[src/rtl/pipe_ctrl_pkg.sv]
`default_nettype none
// ============================================================================
// Module   : pipe_ctrl_pkg
// Purpose  : Shared state, pc_sel and cause encodings for the hazard sequencer.
// Revision : 1.0 - initial release
// ============================================================================
package pipe_ctrl_pkg;

    typedef enum logic [1:0] {
        RUN       = 2'd0,
        EXC_DRAIN = 2'd1,
        EXC_VEC   = 2'd2
    } state_t;

    localparam logic [1:0] PCSEL_SEQ = 2'b00;
    localparam logic [1:0] PCSEL_BR  = 2'b01;
    localparam logic [1:0] PCSEL_EXC = 2'b10;

    localparam logic [1:0] CAUSE_NONE  = 2'b00;
    localparam logic [1:0] CAUSE_UNDEF = 2'b01;

endpackage : pipe_ctrl_pkg
`default_nettype wire

[src/rtl/load_use_detect.sv]
`default_nettype none
// ============================================================================
// Module   : load_use_detect
// Purpose  : Flags a LW in EX whose destination is read by the instruction in ID.
// Revision : 1.0 - initial release
// ============================================================================
module load_use_detect (
    input  logic [4:0] ID_rs,
    input  logic [4:0] ID_rt,
    input  logic       EX_MemRead,
    input  logic [4:0] EX_rt,
    output logic       stall
);

    logic w_dst_live;
    logic w_src_match;

    // $zero is hard-wired, so a load targeting it can never create a hazard
    assign w_dst_live  = (EX_rt != 5'd0);
    assign w_src_match = (EX_rt == ID_rs) || (EX_rt == ID_rt);
    assign stall       = EX_MemRead && w_dst_live && w_src_match;

endmodule : load_use_detect
`default_nettype wire

[src/rtl/pipe_hazard_ctrl.sv]
`default_nettype none
// ============================================================================
// Module   : pipe_hazard_ctrl
// Purpose  : Stall/flush/exception sequencer for the 5-stage MIPS pipeline.
//            Define PIPE_PERF_CNT_EN to add stall/flush/exception counters.
// Revision : 1.0 - initial release
// ============================================================================
module pipe_hazard_ctrl
    import pipe_ctrl_pkg::*;
#(
    parameter int              PC_W       = 32,
    parameter logic [PC_W-1:0] EXC_VECTOR = 32'h0000_0180
) (
    input  logic            clk,
    input  logic            rst_n,
    input  logic [4:0]      ID_rs,
    input  logic [4:0]      ID_rt,
    input  logic            EX_MemRead,
    input  logic [4:0]      EX_rt,
    input  logic            EX_undefine,
    input  logic [PC_W-1:0] EX_pc,
    input  logic            MEM_branch_taken,
    output logic            pc_write,
    output logic            IFID_write,
    output logic            IFID_flush,
    output logic            IDEX_flush,
    output logic            EXMEM_flush,
    output logic [1:0]      pc_sel,
    output logic [PC_W-1:0] epc,
    output logic [1:0]      cause,
    output logic            exc_busy
`ifdef PIPE_PERF_CNT_EN
    ,
    output logic [31:0]     stall_cnt,
    output logic [31:0]     flush_cnt,
    output logic [31:0]     exc_cnt
`endif
);

    // The vector itself is muxed in the datapath; only its alignment matters here
    if (EXC_VECTOR[1:0] != 2'b00) begin : g_vec_align_chk
        $error("EXC_VECTOR must be word aligned");
    end

    state_t          r_state;
    state_t          w_next_state;
    logic [PC_W-1:0] r_epc;
    logic [1:0]      r_cause;
    logic            w_stall;
    logic            w_exc_entry;
    logic            w_bubble;
    logic            w_br_flush;

    load_use_detect u_load_use_detect (
        .ID_rs      (ID_rs),
        .ID_rt      (ID_rt),
        .EX_MemRead (EX_MemRead),
        .EX_rt      (EX_rt),
        .stall      (w_stall)
    );

    always_ff @(posedge clk) begin
        if (!rst_n) begin
            r_state <= RUN;
            r_epc   <= '0;
            r_cause <= CAUSE_NONE;
        end else begin
            r_state <= w_next_state;
            if (w_exc_entry) begin
                r_epc   <= EX_pc;
                r_cause <= CAUSE_UNDEF;
            end
        end
    end

    always_comb begin
        w_next_state = r_state;
        pc_write     = 1'b1;
        IFID_write   = 1'b1;
        IFID_flush   = 1'b0;
        IDEX_flush   = 1'b0;
        EXMEM_flush  = 1'b0;
        pc_sel       = PCSEL_SEQ;
        w_exc_entry  = 1'b0;
        w_bubble     = 1'b0;
        w_br_flush   = 1'b0;
        case (r_state)
            RUN: begin
                // Exception beats an older taken branch; branch beats a stall
                if (EX_undefine) begin
                    w_exc_entry  = 1'b1;
                    w_next_state = EXC_DRAIN;
                    pc_write     = 1'b0;
                    IFID_flush   = 1'b1;
                    IDEX_flush   = 1'b1;
                    EXMEM_flush  = 1'b1;
                end else if (MEM_branch_taken) begin
                    w_br_flush  = 1'b1;
                    pc_sel      = PCSEL_BR;
                    IFID_flush  = 1'b1;
                    IDEX_flush  = 1'b1;
                    EXMEM_flush = 1'b1;
                end else if (w_stall) begin
                    w_bubble   = 1'b1;
                    pc_write   = 1'b0;
                    IFID_write = 1'b0;
                    IDEX_flush = 1'b1;
                end
            end
            EXC_DRAIN: begin
                w_next_state = EXC_VEC;
                pc_write     = 1'b0;
                IFID_write   = 1'b0;
                IFID_flush   = 1'b1;
                IDEX_flush   = 1'b1;
                EXMEM_flush  = 1'b1;
            end
            EXC_VEC: begin
                w_next_state = RUN;
                pc_sel       = PCSEL_EXC;
                IFID_flush   = 1'b1;
            end
            default: begin
                w_next_state = RUN;
            end
        endcase
    end

    assign epc      = r_epc;
    assign cause    = r_cause;
    assign exc_busy = (r_state != RUN);

`ifdef PIPE_PERF_CNT_EN
    logic [31:0] r_stall_cnt;
    logic [31:0] r_flush_cnt;
    logic [31:0] r_exc_cnt;

    always_ff @(posedge clk) begin
        if (!rst_n) begin
            r_stall_cnt <= '0;
            r_flush_cnt <= '0;
            r_exc_cnt   <= '0;
        end else begin
            if (w_bubble)    r_stall_cnt <= r_stall_cnt + 32'd1;
            if (w_br_flush)  r_flush_cnt <= r_flush_cnt + 32'd1;
            if (w_exc_entry) r_exc_cnt   <= r_exc_cnt + 32'd1;
        end
    end

    assign stall_cnt = r_stall_cnt;
    assign flush_cnt = r_flush_cnt;
    assign exc_cnt   = r_exc_cnt;
`endif

endmodule : pipe_hazard_ctrl
`default_nettype wire
[config.mk]
export PLATFORM = sky130hd
export DESIGN_NAME = pipe_hazard_ctrl
export DESIGN_NICKNAME = d
export VERILOG_FILES = /design/src/rtl/pipe_ctrl_pkg.sv /design/src/rtl/load_use_detect.sv /design/src/rtl/pipe_hazard_ctrl.sv
export SDC_FILE = /design/constraint.sdc
export NUM_CORES = 1
export LEC_CHECK = 0
export ABC_AREA = 0
export CAP_MARGIN = 20
export CORE_AREA = 2 2 76 60
export DETAILED_ROUTE_END_ITERATION = 16
export DIE_AREA = 0 0 78 62
export GPL_ROUTABILITY_DRIVEN = 0
export GPL_TIMING_DRIVEN = 0
export PLACE_DENSITY = 0.86
export REMOVE_ABC_BUFFERS = 1
export SYNTH_ARGS = -nofsm -noshare
export SYNTH_HDL_FRONTEND = slang
export SYNTH_HIERARCHICAL = 1
export SYNTH_SLANG_ARGS = --single-unit
[constraint.sdc]
create_clock -name clk -period 3.95 [get_ports clk]
set_input_delay 0.395 -clock clk [delete_from_list [all_inputs] [get_ports clk]]
set_output_delay 0.395 -clock clk [all_outputs]
set_load 0.1 [all_outputs]
==> reports/metrics.yaml <==
power.leakage_nw: 0.976
ctsResizeCount: 0
grt_start_max_net_pins: 39
synth_area_leaders: "dfxtp_1 (43%), nand4_1 (12%), o21ai_0 (8.9%), nand2_1 (7.8%), ha_1 (3.8%)"
synthXorXnorAreaFrac: 0.0538
htree_levels: 2
post-route-min-period_ns: 3.60
yosys.area_share.simple: 0.248
synth.distinct_cells: 28
synth-seq-cells: 35
r2r_start: "r_state[1]"
grt_pass1_vias: 1469
final_hold_viol_count: 0
r2r-end: "epc[21]"
io_buffers: 92
placed_area_mm2: 0.00256
path_max_fanout: 22
hold_path_class: "register to register"
synth_compound_area_frac: 0.132
critical_path_class: "register to primary output"
ant_nets: 0
postCtsSetupRepairBufs: 0
finalMaxSlewViolations: 0
synth.yosys.warnings: 6
finalSetupViolCount: 0
grt_pass1_wl_mm: 6.70
hold_buffers: 0
grtUsageTotal: 0.175
stdcell_area_mm2: 0.00267
rsz0062_at_grt: "false"
syn-cell-area_mm2: 0.00163
required_ns: 3.56
row_count: 21
clk_pin_slew_ns: 0.07
cts_root_buffer: "clkbuf_8"
synth_edf_count: 0
setup.worst_path.start_class: "register"
hold-path-endpoint: "epc[13]"
layout.nets: 337
die_x_um: 78
area_growth_pct: 63.7
drtIter0Drc: 95
syn_avg_cell_area_um2: 8.23
ir_drop_v: 0.000229
ys_seq_area_frac: 0.430
cts_inserted_buffers: 5
firstDrtPassIters: 4
route.detailed.drc: 0
ff2ff_path_depth: 5
clockBufferDepth: 2
num_vias: 1684
gr-total-overflow: 0
startpoint: "r_state[1]"
status: "finished clean"
initial_core_util: 0.387
finalCritPeriodShare: 0.910
core_area_mm2: 0.00420
synth_mux_area_frac: 0.00614
synth_ff_type: "dfxtp_1"
synth_top_area_share: 0.430
yosysTopAreaCell: "dfxtp_1"
relSlewSlack: 0.338
end_kind: "primary output"
dpl.hpwl_mm: 3.20
post_synth_most_frequent_cells: "dfxtp_1 (35), nand2_1 (34), nand4_1 (32), o21ai_0 (29), buf_2 (11)"
async_reset_ff_frac: 0
antenna_found_initial: 0
synth_most_common_cell: "dfxtp_1"
totalWireLength_mm: 4.39
antenna_cells: 0
reg2reg_slack_ns: 1.82
wl_per_cell_um: 13.0
synthAdderAreaFrac: 0.0384
die_y_um: 62
worstHoldStart: "epc[13]"
drv_cap: 0
synthCells: 198
skew_ns: 0.00565
vias_per_cell: 5.00
synth_top_family_by_area: "simple AND/OR/NAND/NOR gates"
min_path_cells: 2
worstPathArrival_ns: 3.20
clk_latency_ns: 0.27
timing.fmax_ghz: 0.278
p_per_area_mw_per_mm2: 453
cts.sinks: 35
cts_tree: "yes"
tns_ns: 0
dieArea_mm2: 0.00484
io_pins: 94
tightestPinTransition_ns: 0.990
drive_gt1_frac: 0.0393
[cells in the final DEF, fill, tap and decap left out, drive strengths merged]
cell	Yosys	routed
conb	1	1
nor3	2	2
a21oi	3	3
nand3	2	2
dfxtp	35	35
clkdlybuf4s50	0	91
bufinv	0	1
o21ai	34	34
mux2i	1	1
nand4	32	32
nor2b	2	2
nand2b	2	2
and2	1	1
xor2	6	6
o211a	1	1
o21a	1	1
inv	5	5
xnor2	4	4
nand2	34	34
buf	19	4
ha	5	5
or4	1	1
clkbuf	1	6
a31oi	1	1
nor2	4	4
o22ai	1	1
[metrics by stage]
step,total power [mW],hold WS [ns],cells,utilization,setup WS [ns]
floorplan,0.743,0.468,178,-,0.565
global placement,0.899,0.436,327,0.593,0.0660
detailed placement,0.917,0.444,330,0.610,0.501
CTS,1.22,0.453,337,0.635,0.374
global route,1.26,0.466,337,0.635,0.176
finish,1.21,0.450,337,0.635,0.354
[state kept, by name (all words and copies together) (netlist names)]
register,cells
cause,1
epc,32
r_state,2
[cells by family after synthesis]
kind of cell             Yosys count
multiplexers                       1
buffers and inverters             25
flip-flops                        35
AO/OA/AOI/OAI                     41
other                              1
adder cells (fa/ha/maj)            5
AND/OR/NAND/NOR                   80
XOR/XNOR                          10
[critical path: stages, from the launching register on]
cell	delay [ns]
dfxtp_1	0.34
inv_1	0.12
ha_1	0.78
o21ai_0	0.31
a21oi_1	0.22
clkdlybuf4s50_1	1.15
[how the worst max path moves through the flow]
stage            endpoint  slack (ns)  cells past startpoint
3_5_place_dp     pc_write        0.50                      7
5_1_grt        IFID_flush        0.18                      5
2_1_floorplan  IFID_flush        0.56                      4
3_3_place_gp   IFID_flush        0.07                      4
6_report       IFID_flush        0.35                      5
4_1_cts        IFID_flush        0.37                      5
[power by group]
part / internal [mW] / switching [mW]
combinational: 0.145 / 0.368
clock: 0.185 / 0.114
sequential: 0.381 / 0.0149
[area by class of cell]
cell class | instances | area, um^2
fillers | 371 | 1540
repair buffers | 95 | 991
multi-input cells | 138 | 783
flip-flops and latches | 35 | 701
clock buffers | 6 | 72.6
well taps | 57 | 71.3
clock inverters | 1 | 30.0
inverters | 5 | 18.8
[metal layers]
metal  part of all wire  track usage
met1               0.45        0.227
met2               0.49        0.289
met3              0.063       0.0506
met4             0.0032       0.0576
met5                  0            0
Power figures use the tool's default switching activity.
==> patch 1 (same flow settings) <==
Register the output `IDEX_flush`; this adds one clock of latency there. The other outputs are not delayed to match.
--- a/src/rtl/pipe_hazard_ctrl.sv
+++ b/src/rtl/pipe_hazard_ctrl.sv
@@ -37,4 +37,6 @@
 `endif
 );
+
+    logic IDEX_flush_d;
 
     // The vector itself is muxed in the datapath; only its alignment matters here
@@ -79,5 +81,5 @@
         IFID_write   = 1'b1;
         IFID_flush   = 1'b0;
-        IDEX_flush   = 1'b0;
+        IDEX_flush_d = 1'b0;
         EXMEM_flush  = 1'b0;
         pc_sel       = PCSEL_SEQ;
@@ -93,5 +95,5 @@
                     pc_write     = 1'b0;
                     IFID_flush   = 1'b1;
-                    IDEX_flush   = 1'b1;
+                    IDEX_flush_d = 1'b1;
                     EXMEM_flush  = 1'b1;
                 end else if (MEM_branch_taken) begin
@@ -99,5 +101,5 @@
                     pc_sel      = PCSEL_BR;
                     IFID_flush  = 1'b1;
-                    IDEX_flush  = 1'b1;
+                    IDEX_flush_d = 1'b1;
                     EXMEM_flush = 1'b1;
                 end else if (w_stall) begin
@@ -105,5 +107,5 @@
                     pc_write   = 1'b0;
                     IFID_write = 1'b0;
-                    IDEX_flush = 1'b1;
+                    IDEX_flush_d = 1'b1;
                 end
             end
@@ -113,5 +115,5 @@
                 IFID_write   = 1'b0;
                 IFID_flush   = 1'b1;
-                IDEX_flush   = 1'b1;
+                IDEX_flush_d = 1'b1;
                 EXMEM_flush  = 1'b1;
             end
@@ -153,4 +155,8 @@
 `endif
 
+    always_ff @(posedge clk) begin
+        IDEX_flush <= IDEX_flush_d;
+    end
+
 endmodule : pipe_hazard_ctrl
 `default_nettype wire
Check against the original RTL: not equivalent (a bounded check fails within 4 cycles, from zero or initial values and one cycle with rst_n low).
==> patch 1 against the original RTL <==
Total power rose by 38%; routed wire length rose by 4.5%; utilization rose by 0.18 points; synthesized area rose by 2.9%; register-to-register slack improved by 0.07 ns; worst setup slack got worse by 0.15 ns; final area rose by 0.28%; sequential cell count rose by 1; critical path type unchanged; critical endpoint is now pc_write; largest power group unchanged.
==> patch 1: results <==
[hold_path]
min_from = epc[15]
min_to = epc[15]

[yosys]
synth.area.mux_share_pct = 1.194
netlist_top_cells_count = 36 x dfxtp_1, 36 x nand2_1, 32 x nand4_1
synth_compound_area_share_pct = 12.84
synth_xor_area_share_pct = 5.224
yosys.area_share.adder_pct = 3.731
yosys-top-cells-area = dfxtp_1 43%, nand4_1 12%, o21ai_1 9.0%, nand2_1 8.1%, ha_1 3.7%
ys_seq_area_share_pct = 42.99
synthDistinctLibCells = 27

[cells_and_area]
fillers = 375
nNetsFinal = 340
drive_gt1_share_pct = 4.577

[route]
met2WireLength_um = 2172
drt_wl_total_um = 4588
vias_per_cell = 4.982
met1_length_um = 2148
drtIter0Drc = 112

[global_route]
grt_pass1_vias = 1482
use_met3_pct = 4.191
grt_max_degree = 54
grt_util_all_layers_pct = 18.13
grt_use_met1_pct = 23.75
grt.met2_usage_pct = 31.16

[pwr]
cellLeakagePower_nw = 0.9728
vdd_drop_max_mv = 0.4515
p_per_area_mw_per_mm2 = 624.9
pg_clk_mw = 0.257
internal-power_mw = 0.7851
p_comb_mw = 0.970

[setup_path]
regToRegSetupSlack_ns = 1.89
crit_fanout = 21
timing.rr.end = epc[11]
cp.arrival_ns = 3.35

[outcome]
status = complete, no violations

[timing]
clock_skew_ns = 0.005370
whs_ns = 0.4487

[placement]
dp.cells = 333
place_area_mm2 = 0.002587
-- patch 1: final cells by class --
type / instances / share of cell area, %
Multi-Input combinational cell: 140 / 29.84
Clock buffer: 5 / 2.572
Inverter: 5 / 0.7016
Sequential cell: 36 / 26.94
Clock inverter: 3 / 0.7016
Timing Repair Buffer: 95 / 36.58
Tap cell: 57 / 2.666
-- patch 1: worst max-delay path by stage --
stage                 endpoint  cells past startpoint  slack, ns   startpoint
CTS                   pc_write                      6       0.20   r_state[1]
finish                pc_write                      6       0.21   r_state[1]
detailed placement    pc_write                      5       0.42  EX_undefine
global placement    IFID_flush                      4       0.11  EX_undefine
floorplan           IFID_flush                      4       0.60   r_state[0]
global route          pc_write                      6       0.03   r_state[1]
-- patch 1: critical path, cell delays in order, from the launching register on --
cell and delay [ns]:
dfxtp_1 0.36, inv_1 0.11, ha_1 0.71, buf_16 0.23, nor2b_1 0.31, o2bb2ai_1 0.18
clkdlybuf4s50_1 1.16
==> patch 2 (same settings) <==
Without the edit above. `PC_W`: 32 -> 16.
--- a/src/rtl/pipe_hazard_ctrl.sv
+++ b/src/rtl/pipe_hazard_ctrl.sv
@@ -9,5 +9,5 @@
     import pipe_ctrl_pkg::*;
 #(
-    parameter int              PC_W       = 32,
+    parameter int              PC_W       = 16,
     parameter logic [PC_W-1:0] EXC_VECTOR = 32'h0000_0180
 ) (
Interface: changed (resized EX_pc and epc); port bits go from 94 to 62. No check against the original RTL was run, so the function may have changed too.
==> patch 2 against the original RTL <==
Utilization fell by 24 points; total power fell by 43%; via count fell by 39%; synthesized area fell by 38%; final area fell by 37%; worst setup slack improved by 0.11 ns; critical endpoint unchanged; sequential cell count fell by 16; routed wire length fell by 37%.
==> patch 2: results <==
[cts]
htree_num_levels = 1
clk_latency_ns = 0.25

[cells_and_area]
final-nonclk-buf-share_pct = 36.80
nNetsFinal = 221
drive_gt1_share_pct = 2.793
clock_cell_area_share_pct = 2.767
layout.non_clock_buffers = 61
multi_input_gates = 90
clkbuf_count = 3
largest_reg_flops = 16
seq_area_um2 = 380.4
multi_input_area_um2 = 540.5

[timing]
clock_skew_ns = 0.003509
whs_ns = 0.4562
relSlewSlack_pct = 32.37

[setup_path]
crit_fanout = 25
r2r_cells = 4
cpPeakStageDelay_ns = 1.18
cp-startpoint = r_state[0]
cp.arrival_ns = 3.09
regToRegSetupSlack_ns = 1.84
timing.rr.end = epc[14]

[yosys]
synth.area.mux_share_pct = 0.9913
synth-seq-cells = 19
ys_seq_area_share_pct = 37.67
synth_compound_area_share_pct = 13.38
yosys-top-cells-area = dfxtp_1 38%, nand4_1 9.9%, o21ai_0 7.4%, nand2_1 6.7%, ha_1 6.2%
yosysTopAreaCellShare_pct = 37.67
synthDistinctLibCells = 26

[pwr]
cellLeakagePower_nw = 0.6173
p_sw_mw = 0.3162
combPwrFrac_pct = 49.1
p_seq_share_pct = 31.4
vdd_drop_max_mv = 0.1739

[hold_path]
min_from = epc[9]
min_to = epc[9]

[outcome]
status = complete, no violations

[route]
drt_wl_total_um = 2781
drtIter0Drc = 29
vias_per_cell = 4.352

[global_route]
grt_max_degree = 37
antenna_found_initial = 0
grt_pass1_wl_um = 3967
grt_util_all_layers_pct = 10.43
grt_pass1_vias = 871

[placement]
dpl.hpwl_um = 2071
## patch 2: cell types whose count changed after synthesis, sizes merged
cell,unedited run,this run
clkbuf,1,0
nand2,34,18
dfxtp,35,19
buf,19,11
nand4,32,16
o21ai,34,18
## patch 2: metal layers
metal | track usage, % | vias up | routed length (um)
met4 | 3.509 | 0 | 54
met2 | 19.33 | 26 | 1373
met3 | 2.890 | 4 | 91
met1 | 12.01 | 459 | 1262
met5 | 0 | - | 0
li1 | - | 538 | -
## patch 2: per-stage QoR
stage               std cells  power, mW  area [um^2]  utilization [%]  setup WS [ns]
floorplan                 114     0.4502        939.7                -         0.7895
global placement          231     0.5523         1612            38.33         0.4973
detailed placement        231     0.5569         1612            38.33         0.4955
CTS                       235     0.6955         1658            39.43         0.3959
global route              236     0.7203         1673            39.79         0.1781
finish                    236     0.6866         1673            39.79         0.4649
## patch 2: tightest hold or removal path: cells and delay by family (launching register included)
kind	cells	cell delay, ns
flip-flops	1	0.31
AND/OR/NAND/NOR	1	0.05
AO/OA/AOI/OAI	1	0.06
